`src/rtl/fp_accumulator_if.sv`:
```
// Element stream in, vector result out, between the multiply stream and the activation stage.
// Both directions use valid/ready: a beat transfers on the rising edge where valid && ready.
interface fp_accumulator_if #(
    parameter int COUNT_W = 16
);
    logic [31:0]        in_data;
    logic               in_valid;
    logic               in_last;
    logic               in_ready;
    logic [31:0]        out_data;
    logic [COUNT_W-1:0] out_count;
    logic               out_valid;
    logic               out_ready;

    modport master (
        output in_data, in_valid, in_last, out_ready,
        input  in_ready, out_data, out_count, out_valid
    );

    modport slave (
        input  in_data, in_valid, in_last, out_ready,
        output in_ready, out_data, out_count, out_valid
    );
endinterface

```
`src/rtl/fp_accumulator.sv`:
```
// Sums a stream of IEEE-754 singles, one per cycle, and presents total and element count on in_last.
// fp_adder is a combinational round-to-nearest-even single-precision adder.
module fp_adder (
    input  logic [31:0] a,
    input  logic [31:0] b,
    output logic [31:0] sum
);
    logic [31:0] x, y;
    logic [7:0]  ex, ey, d, lim;
    logic [23:0] mx, my;
    logic [4:0]  dc, lz, shl;
    logic [53:0] sh;
    logic [26:0] ya, n;
    logic [27:0] s;
    logic [9:0]  en, ef;
    logic [24:0] mr;
    logic [22:0] frac;
    logic        up, a_nan, b_nan, a_inf, b_inf;

    function automatic logic [4:0] clz27(input logic [26:0] v);
        logic [4:0] c;
        logic       found;
        c = 5'd27;
        found = 1'b0;
        for (int i = 26; i >= 0; i--) begin
            if (!found && v[i]) begin
                c = 5'(26 - i);
                found = 1'b1;
            end
        end
        return c;
    endfunction

    always_comb begin
        // x always holds the larger magnitude, so its sign is the result sign
        if (a[30:0] >= b[30:0]) begin
            x = a; y = b;
        end else begin
            x = b; y = a;
        end
        ex = (x[30:23] == 8'd0) ? 8'd1 : x[30:23];
        ey = (y[30:23] == 8'd0) ? 8'd1 : y[30:23];
        mx = {x[30:23] != 8'd0, x[22:0]};
        my = {y[30:23] != 8'd0, y[22:0]};
        d  = ex - ey;
        dc = (d > 8'd27) ? 5'd27 : d[4:0];
        sh = {my, 3'b000, 27'd0} >> dc;
        ya = {sh[53:28], sh[27] | (|sh[26:0])};
        if (x[31] == y[31]) s = {1'b0, mx, 3'b000} + {1'b0, ya};
        else                s = {1'b0, mx, 3'b000} - {1'b0, ya};
        lz  = clz27(s[26:0]);
        lim = ex - 8'd1;
        shl = 5'd0;
        if (s[27]) begin
            n  = {s[27:2], s[1] | s[0]};
            en = {2'b00, ex} + 10'd1;
        end else begin
            // never normalise below the minimum exponent; the rest stays subnormal
            shl = ({3'b000, lz} > lim) ? lim[4:0] : lz;
            n   = s[26:0] << shl;
            en  = {2'b00, ex} - {5'd0, shl};
        end
        up = n[2] & (n[1] | n[0] | n[3]);
        mr = {1'b0, n[26:3]} + {24'd0, up};
        if (mr[24]) begin
            ef = en + 10'd1; frac = mr[23:1];
        end else if (mr[23]) begin
            ef = en; frac = mr[22:0];
        end else begin
            ef = 10'd0; frac = mr[22:0];
        end
        if (ef >= 10'd255) sum = {x[31], 8'hFF, 23'd0};
        else               sum = {x[31], ef[7:0], frac};
        if (s == 28'd0) sum = {x[31] & y[31], 31'd0};
        a_nan = (a[30:23] == 8'hFF) && (a[22:0] != 23'd0);
        b_nan = (b[30:23] == 8'hFF) && (b[22:0] != 23'd0);
        a_inf = (a[30:23] == 8'hFF) && (a[22:0] == 23'd0);
        b_inf = (b[30:23] == 8'hFF) && (b[22:0] == 23'd0);
        if (a_nan || b_nan || (a_inf && b_inf && (a[31] != b[31]))) sum = 32'h7FC00000;
        else if (a_inf) sum = a;
        else if (b_inf) sum = b;
    end
endmodule

module fp_accumulator #(
    parameter int COUNT_W = 16
) (
    input  logic             clk,
    input  logic             rst,
    input  logic             clr,
    fp_accumulator_if.slave  bus,
    output logic             busy,
    output logic [1:0]       dbg_state
);
    typedef enum logic [1:0] {IDLE = 2'd0, ACCUM = 2'd1, HOLD = 2'd2} state_t;

    state_t             state;
    logic [31:0]        acc, sum, nxt_acc;
    logic [COUNT_W-1:0] cnt, nxt_cnt;

    fp_adder u_add (.a(acc), .b(bus.in_data), .sum(sum));

    assign bus.in_ready = !clr && (state != HOLD);
    assign busy         = (state != IDLE);
    assign dbg_state    = state;

    // The first element bypasses the adder so it is carried bit-exact, -0.0 included
    always_comb begin
        nxt_acc = sum;
        nxt_cnt = (cnt == {COUNT_W{1'b1}}) ? cnt : cnt + 1'b1;
        if (state == IDLE) begin
            nxt_acc = bus.in_data;
            nxt_cnt = COUNT_W'(1);
        end
    end

    always_ff @(posedge clk or posedge rst) begin
        if (rst) begin
            state         <= IDLE;
            acc           <= 32'h0;
            cnt           <= '0;
            bus.out_valid <= 1'b0;
            bus.out_data  <= 32'h0;
            bus.out_count <= '0;
        end else begin
            case (state)
                IDLE, ACCUM: begin
                    if (clr) begin
                        state <= IDLE;
                        acc   <= 32'h0;
                        cnt   <= '0;
                    end else if (bus.in_valid) begin
                        if (bus.in_last) begin
                            bus.out_data  <= nxt_acc;
                            bus.out_count <= nxt_cnt;
                            bus.out_valid <= 1'b1;
                            state         <= HOLD;
                        end else begin
                            acc   <= nxt_acc;
                            cnt   <= nxt_cnt;
                            state <= ACCUM;
                        end
                    end
                end
                HOLD: begin
                    // clr is ignored here: a presented result is never withdrawn
                    if (bus.out_ready) begin
                        bus.out_valid <= 1'b0;
                        state         <= IDLE;
                        acc           <= 32'h0;
                        cnt           <= '0;
                    end
                end
                default: state <= IDLE;
            endcase
        end
    end
endmodule

```
`src/flat_wrapper.sv`:
```
// flat-port wrapper written by rule: the top's interface ports become plain ports
module fp_accumulator_flat 
#(
    parameter int COUNT_W = 16
)
  (clk, rst, clr, busy, dbg_state, bus_in_data, bus_in_valid, bus_in_last, bus_out_ready, bus_in_ready, bus_out_data, bus_out_count, bus_out_valid);
  fp_accumulator_if #(.COUNT_W(COUNT_W)) bus_i ();
  input  logic clk;
  input  logic rst;
  input  logic clr;
  output logic busy;
  output logic [1:0] dbg_state;
  input wire logic [$bits(bus_i.in_data)-1:0] bus_in_data;
  input wire logic [$bits(bus_i.in_valid)-1:0] bus_in_valid;
  input wire logic [$bits(bus_i.in_last)-1:0] bus_in_last;
  input wire logic [$bits(bus_i.out_ready)-1:0] bus_out_ready;
  output wire logic [$bits(bus_i.in_ready)-1:0] bus_in_ready;
  output wire logic [$bits(bus_i.out_data)-1:0] bus_out_data;
  output wire logic [$bits(bus_i.out_count)-1:0] bus_out_count;
  output wire logic [$bits(bus_i.out_valid)-1:0] bus_out_valid;
  assign bus_i.in_data = bus_in_data;
  assign bus_i.in_valid = bus_in_valid;
  assign bus_i.in_last = bus_in_last;
  assign bus_i.out_ready = bus_out_ready;
  assign bus_in_ready = bus_i.in_ready;
  assign bus_out_data = bus_i.out_data;
  assign bus_out_count = bus_i.out_count;
  assign bus_out_valid = bus_i.out_valid;
  fp_accumulator #(.COUNT_W(COUNT_W)) u_core (.clk(clk), .rst(rst), .clr(clr), .bus(bus_i), .busy(busy), .dbg_state(dbg_state));
endmodule
```
`config.mk`:
```
export PLATFORM = sky130hd
export DESIGN_NAME = fp_accumulator_flat
export DESIGN_NICKNAME = d
export VERILOG_FILES = /design/src/rtl/fp_accumulator_if.sv /design/src/rtl/fp_accumulator.sv /design/src/flat_wrapper.sv
export SDC_FILE = /design/constraint.sdc
export NUM_CORES = 1
export LEC_CHECK = 0
export BUFFER_PORTS_ARGS = -buffer_cell sky130_fd_sc_hd__clkbuf_2
export CAP_MARGIN = 5
export CELL_PAD_IN_SITES_DETAIL_PLACEMENT = 0
export CELL_PAD_IN_SITES_GLOBAL_PLACEMENT = 2
export CORE_ASPECT_RATIO = 0.9
export CORE_MARGIN = 3
export CORE_UTILIZATION = 37
export DETAILED_ROUTE_END_ITERATION = 8
export PLACE_DENSITY_LB_ADDON = 0.1
export SLEW_MARGIN = 20
export SYNTH_ARGS = -nofsm -noshare
export SYNTH_HDL_FRONTEND = slang
export SYNTH_SLANG_ARGS = --single-unit
```
`constraint.sdc`:
```
create_clock -name clk -period 19.2 [get_ports clk]
set_clock_uncertainty 0.2 [all_clocks]
set_input_delay 0 -clock clk [delete_from_list [all_inputs] [get_ports clk]]
set_output_delay 0 -clock clk [all_outputs]
set_load 0.02 [all_outputs]
```
; After elaboration in Yosys (flattened, before gate mapping)
; Cells that the tools add are included.
[totals]
word_cells = 215
output_inout_bits = 53
reg_bits = 99
in_bits = 38
[op_classes]
n_bitwise = 7
shifts = 2
mux = 93
reduce_logical = 80
n_eq_ne = 14
n_addsub = 9
order_cmp = 4
[ops]
columns = op, n
row1 = two-way mux 32 bit, 11
row2 = two-way mux 5 bit, 29
row3 = two-way mux 16 bit, 6
row4 = case mux 32 bit (2 select lines), 1
row5 = >> shifter 54 x 5 -> 54 bit, 1
row6 = zero test 23 bit, 2
row7 = nonzero test 23 bit, 2
row8 = logical AND 1 bit, 33
row9 = case mux 16 bit (2 select lines), 1
row10 = greater-or-equal comparator 31 bit, 1
row11 = two-way mux 31 bit, 1
row12 = two-way mux 1 bit, 30
row13 = two-way mux 10 bit, 3
row14 = adder 27 x 27 -> 28 bit, 1
row15 = zero test 28 bit, 1
row16 = two-way mux 28 bit, 1
row17 = subtractor 27 x 27 -> 28 bit, 1
row18 = zero test 1 bit, 27
row19 = two-way mux 27 bit, 1
row20 = OR reduction 27 bit, 1
row21 = left shift 27 x 5 -> 27 bit, 1
row22 = adder 24 x 1 -> 25 bit, 1
row23 = two-way mux 23 bit, 1
row24 = "adder 16 x 1 -> 16 bit, second input constant", 1
row25 = other kinds (32), 51

; Depth between registers and ports, before layout
[depth]
ltp_word = 112
ltp_mapped = 90
mapped_depth_nobuf = 80

; Cells and area by module
; A second synthesis with hierarchy kept.
[unflattened]
hier_cells = 2608
area_unflattened_um2 = 18059.8
[modules_own_cells]
columns = module, area_each_um2, seq_area_each_um2, instances, cells_each
row1 = fp_adder, 13506.7, 0.0, 1, 2147
row2 = fp_accumulator, 4553.1, 2477.4, 1, 461

; Least setup slack after synthesis
; No wires, ideal clock.
[synth_path]
path_kind = flip-flop to flip-flop
startpoint = register u_core.acc[12]
endpoint = register u_core.bus.out_data[14]
synth_period_minus_slack_ns = 17.234
t_arrival_ns = 16.897
path_slack_ns = 1.966
setup_time_ns = 0.137
n_path_buf = 8
stages_incl_launch_ff = 79
required_time_ns = 18.863
path_cell_list = dfrtp_1 ha_1 a211oi_1 o22ai_1 a211oi_2 a21oi_4 nor2_1 clkbuf_1 clkbuf_1 buf_1 a21o_1 nor2_1 nand3_1 nand2_1 inv_1 ha_1 inv_1 fa_1 [... 43 more ...] o31a_1 buf_6 inv_4 o32ai_2 o31ai_1 a211oi_2 nand3_1 or4_4 or4_1 or3_1 and2_1 buf_2 or4_1 a2111o_1 buf_4 buf_6 a32oi_1 a21oi_1
[synth_between]
elab_chain_len = 108
word_cells_on_any_way = 157
classes_between = add/sub: 8 / order compare: 4 / eq/ne: 1 / shift: 2 / mux: 71 / bitwise: 5 / reduce/logical: 66
[synth_lines]
columns = element, line_no
row1 = "start, declared", fp_accumulator.sv:98  ; logic [31:0] acc, sum, nxt_acc;
row2 = "start signal, assigned", fp_accumulator.sv:139  ; acc <= nxt_acc;
row3 = greater-or-equal comparator 31 bit, fp_accumulator.sv:36  ; if (a[30:0] >= b[30:0]) begin
row4 = two-way mux 32 bit, fp_accumulator.sv:36
row5 = zero test 8 bit (on tied branches), "fp_accumulator.sv:41, fp_accumulator.sv:42"
row6 = two-way mux 8 bit (on tied branches), "fp_accumulator.sv:41, fp_accumulator.sv:42"
row7 = subtractor 8 bit, fp_accumulator.sv:45  ; d = ex - ey;
row8 = greater-than comparator 8 x 5 -> 1 bit, fp_accumulator.sv:46  ; dc = (d > 8'd27) ? 5'd27 : d[4:0];
row9 = two-way mux 5 bit, fp_accumulator.sv:46
row10 = >> shifter 54 x 5 -> 54 bit, fp_accumulator.sv:47  ; sh = {my, 3'b000, 27'd0} >> dc;
row11 = [... 92 more ...], --
row12 = two-way mux 10 bit, fp_accumulator.sv:65  ; if (mr[24]) begin
row13 = greater-or-equal comparator 10 x 8 -> 1 bit, fp_accumulator.sv:72  ; if (ef >= 10'd255) sum = {x[31], 8'hFF, 23'd0};
row14 = two-way mux 31 bit, fp_accumulator.sv:72
row15 = two-way mux 32 bit, fp_accumulator.sv:74  ; if (s == 28'd0) sum = {x[31] & y[31], 31'd0};
row16 = two-way mux 32 bit, fp_accumulator.sv:81  ; else if (b_inf) sum = b;
row17 = two-way mux 32 bit, fp_accumulator.sv:80  ; else if (a_inf) sum = a;
row18 = two-way mux 32 bit (*), fp_accumulator.sv:79  ; if (a_nan || b_nan || (a_inf && b_inf && (a[31] != b[31]))) sum = 32'h7FC00000;
row19 = two-way mux 32 bit (*), fp_accumulator.sv:111  ; if (state == IDLE) begin
row20 = "end signal, assigned", fp_accumulator.sv:134  ; bus.out_data <= nxt_acc;
row21 = "end, declared", fp_accumulator_if.sv:22  ; output in_ready, out_data, out_count, out_valid
; Every way passes the cells marked *; elsewhere a longest branch is shown, timed or not.
; A chain may end at the register's enable or synchronous reset.

; Worst setup path after layout
[layout_path]
startpoint = register u_core.acc[6]
endpoint = register u_core.acc[0]
[layout_between]
elab_chain_len = 112
word_cells_on_any_way = 161
classes_between = add/sub: 8 / order compare: 4 / eq/ne: 1 / shift: 2 / mux: 75 / bitwise: 5 / reduce/logical: 66
[layout_lines]
columns = element, line_no
row1 = greater-or-equal comparator 31 bit, fp_accumulator.sv:36
row2 = two-way mux 32 bit, fp_accumulator.sv:36
row3 = zero test 8 bit (on tied branches), "fp_accumulator.sv:41, fp_accumulator.sv:42"
row4 = two-way mux 8 bit (on tied branches), "fp_accumulator.sv:41, fp_accumulator.sv:42"
row5 = subtractor 8 bit, fp_accumulator.sv:45
row6 = greater-than comparator 8 x 5 -> 1 bit, fp_accumulator.sv:46
row7 = two-way mux 5 bit, fp_accumulator.sv:46
row8 = >> shifter 54 x 5 -> 54 bit, fp_accumulator.sv:47
row9 = [... 96 more ...], --
row10 = two-way mux 32 bit, fp_accumulator.sv:81
row11 = two-way mux 32 bit, fp_accumulator.sv:80
row12 = two-way mux 32 bit (*), fp_accumulator.sv:79
row13 = two-way mux 32 bit (*), fp_accumulator.sv:111
row14 = two-way mux 32 bit (*), fp_accumulator.sv:133  ; if (bus.in_last) begin
row15 = two-way mux 32 bit (*), fp_accumulator.sv:132  ; end else if (bus.in_valid) begin
row16 = two-way mux 32 bit (*), fp_accumulator.sv:128  ; if (clr) begin
row17 = case mux 32 bit (2 select lines) (*), fp_accumulator.sv:126  ; case (state)
; Every way passes the cells marked *; elsewhere a longest branch is shown, timed or not. The select of a mux whose other input is x is not followed.

==> results.md <==
* Hold Crit Depth at 3
* Die Y at 209 um
* Max Clock Freq at 0.0541 GHz
* Synthesis-to-finish area growth at 14.2%
* Switching Share at 63.9%
* Hold wc startpoint: bus_in_data[30]
* Hold crit path type: in2reg
* Crit-path max FO at 37
* Max cap viols at 0
* GRT Overall Usage at 34.1%
* Wirelength per Cell at 27.3 um
* # DRC at 0
* CTS buffer count at 9
* Internal at 0.00155 W
* PortBufs at 90
* HPWL Detailed at 68,100 um
* Post-synthesis cell area at 0.0170 mm^2
* Kind of critical path: reg2reg
* Vias in the first global route at 19.5k
* Fin crit share at 96.2%
* Core Area at 0.0448 mm^2
* Syn Inst Count at 2,463
* Initial antenna violation count at 3
* Crit path top cell by count: a21oi_1
* CTS Root Cell: clkbuf_16
* Yosys top cell by area: dfrtp_1
* Clock sinks at 99
* Setup-failing EPs final at 0
* Fin util at 43.3%
* Worst r2r src: u_core.acc[6]
* Initial core utilization at 37.9%
* Comb power frac at 88.3%
* Antenna viol nets, final at 0
* Largest net degree at the start of global routing at 77
* CP endpoint kind: flop
* NumNets Final at 2,708
* Worst R2R End: u_core.acc[0]
* CP required at 19.20 ns
* Slew margin rel. at 18.5%
* Die X at 232 um
* WHS Endpoint: u_core.bus.out_data[30]
* H-tree depth at 3
* Routed vias/inst at 6.67
* Ant diodes at 0
* Initial DRC Count at 2,576
* Critical-path top delay cell: or4_1
* Pre-CTS setup slack at -0.409 ns
* Worst-margin pin slew at 1.21 ns
* Reg2reg path depth at 75
* CP max stage delay at 0.64 ns
* Top cells by count, synth: nand2_1 (301), a21oi_1 (261), nor2_1 (261)
* Final WL at 86,600 um
* Sequential share of power at 7.2%
* Register bit count reported by yosys at 99
* Clock power share at 4.5%
* Minimum hold slack at 0.0545 ns
* Sequential share of the synthesized area at 14.6%
* Placed cells at 3,112
* Io pins at 91
* Routed vias at 21.1k
* Non-filler cells in the finished layout at 3,170
* Die Area at 0.0485 mm^2
* Power Density at 221 mW/mm^2
* Synth top area share at 14.6%
* Max Slew Vio Count at 0
* Peak VDD IR at 0.0845 mV
* Avg Cell Area, Syn at 6.89 um^2
* Yosys cell types at 115
* Fin. Hold Viols at 0
* Ratio of cells with drive above 1 in the final layout at 14.0%
* Routability cong. at 1.00
* First-pass GRT wire length at 127,000 um
* Syn. warnings at 0
* EDFF count, synth at 0
* Clk Latency, worst-skew pair at 0.36 ns
* Area contributors post-synth: dfrtp_1 (15%), a21oi_1 (7.7%), ha_1 (7.5%)
* Final WS setup at 0.729 ns
* Flop2flop setup slack at 0.73 ns
* Min Tclk post-route at 18.47 ns
* Leak at 8.00 nW
* Outcome: finished, final reports clean
* Crit path arrival time at 18.48 ns
* DR pass1 iterations at 6
* Syn Nets at 2,606
* # rows at 73
* P_sw at 0.00274 W
* Primary FF master, synth: dfrtp_1
* Clock Pin Slew Worst Setup and Hold Paths at 0.08 ns
* Worst setup SP type: flop
* FFs w/ async S/R, synth at 100%
* Max Root-Sink Buffers at 2
* Count leader, synth: nand2_1
* CTS tree: built
* Total grt overflow at 0
==> layer usage <==
layer / GRT usage (%) / share of wire (%)
met2: 53.1 / 44
met3: 5.17 / 8.9
met5: 0 / 0.10
met1: 48.8 / 44
met4: 9.06 / 2.9
==> worst max-delay path by stage <==
stage | start | endpoint | cells after the start
finish | u_core.acc[6] | u_core.acc[0] | 75
global route | bus_in_data[13] | u_core.acc[0] | 79
CTS | bus_in_data[11] | u_core.acc[0] | 81
detailed placement | u_core.acc[12] | u_core.acc[0] | 78
global placement | u_core.acc[22] | u_core.acc[0] | 76
floorplan | u_core.acc[12] | u_core.bus.out_data[14] | 78
==> state kept, by name, summed over array words and instances (netlist names) <==
register and count:
u_core.cnt 16, u_core.bus.out_data 32, u_core.acc 32, u_core.bus.out_valid 1, u_core.dbg_state 2, u_core.bus.out_count 16
==> critical path: cells and delay by family, from the launching register on <==
| kind | cells | cell delay, ns |
|---|---|---|
| and+or+nand+nor | 28 | 7.48 |
| AOI/OAI and AO/OA | 33 | 7.34 |
| adders and majority gates | 5 | 1.40 |
| buffers and inverters | 8 | 1.16 |
| DFF | 1 | 0.44 |
| muxes | 1 | 0.24 |
==> power by group through the flow <==
stage	sequential, W	combinational, W	clock, W
after global routing	0.000313	0.00396	0.000203
final	0.000308	0.00378	0.000194
after floorplan	0.000331	0.00220	0
after detailed placement	0.000310	0.00351	0
after global placement	0.000308	0.00356	0
after CTS	0.000307	0.00354	0.000197
==> cell families (layout without fill, tap and decap cells) <==
kind of cell | count (synthesis) | in the layout | synth area share (%)
AOI/OAI and AO/OA | 860 | 862 | 33.6
xor gates and xnor gates | 76 | 76 | 3.92
adders and majority gates | 108 | 108 | 8.05
buffers and inverters | 260 | 365 | 6.15
DFF | 99 | 99 | 14.6
muxes | 80 | 80 | 5.30
and+or+nand+nor | 980 | 980 | 28.4
==> per-stage QoR <==
step	cell area, um^2	power (W)	TNS, ns
floorplan	17000	0.00253	0
global placement	18400	0.00387	-7.02
detailed placement	18400	0.00382	-9.59
CTS	19000	0.00404	0
global route	19400	0.00448	-0.528
finish	19400	0.00428	0
==> layout make-up <==
cell class	instances	area (um^2)
Fill cell	4806	25400
Sequential cell	99	2480
Timing Repair Buffer	224	1540
Clock inverter	6	82.6
Inverter	125	479
Tap cell	600	751
Clock buffer	10	229
Multi-Input combinational cell	2106	13800
==> repair_timing <==
item                       4_1_cts  5_1_grt
pin swaps                        0       11
hold endpoints to repair        71        0
setup endpoints to repair       46       62
hold buffers                    29        0
buffers inserted                 0       11
gates cloned                     0        2
gates resized for setup          4       53
==> cell usage in the layout, fill, tap and decap left out, types with 19 or more instances in the layout <==
| master | n |
|---|---|
| nand2_1 | 299 |
| nor2_1 | 259 |
| a21oi_1 | 255 |
| o21ai_0 | 153 |
| inv_1 | 119 |
| buf_4 | 103 |
| ha_1 | 100 |
| dfrtp_1 | 99 |
| clkbuf_2 | 90 |
| nand3_1 | 81 |
| nor3_1 | 65 |
| mux2i_1 | 54 |
| xnor2_1 | 50 |
| o22ai_1 | 49 |
| nand4_1 | 37 |
| nor4_1 | 31 |
| o211ai_1 | 30 |
| a21o_1 | 30 |
| nand2b_1 | 29 |
| dlygate4sd3_1 | 29 |
| a211oi_1 | 25 |
| xor2_1 | 24 |
| o31ai_1 | 23 |
| or3_1 | 23 |
| and2_1 | 22 |
| and3_1 | 19 |
Power figures use the tool's default switching activity.
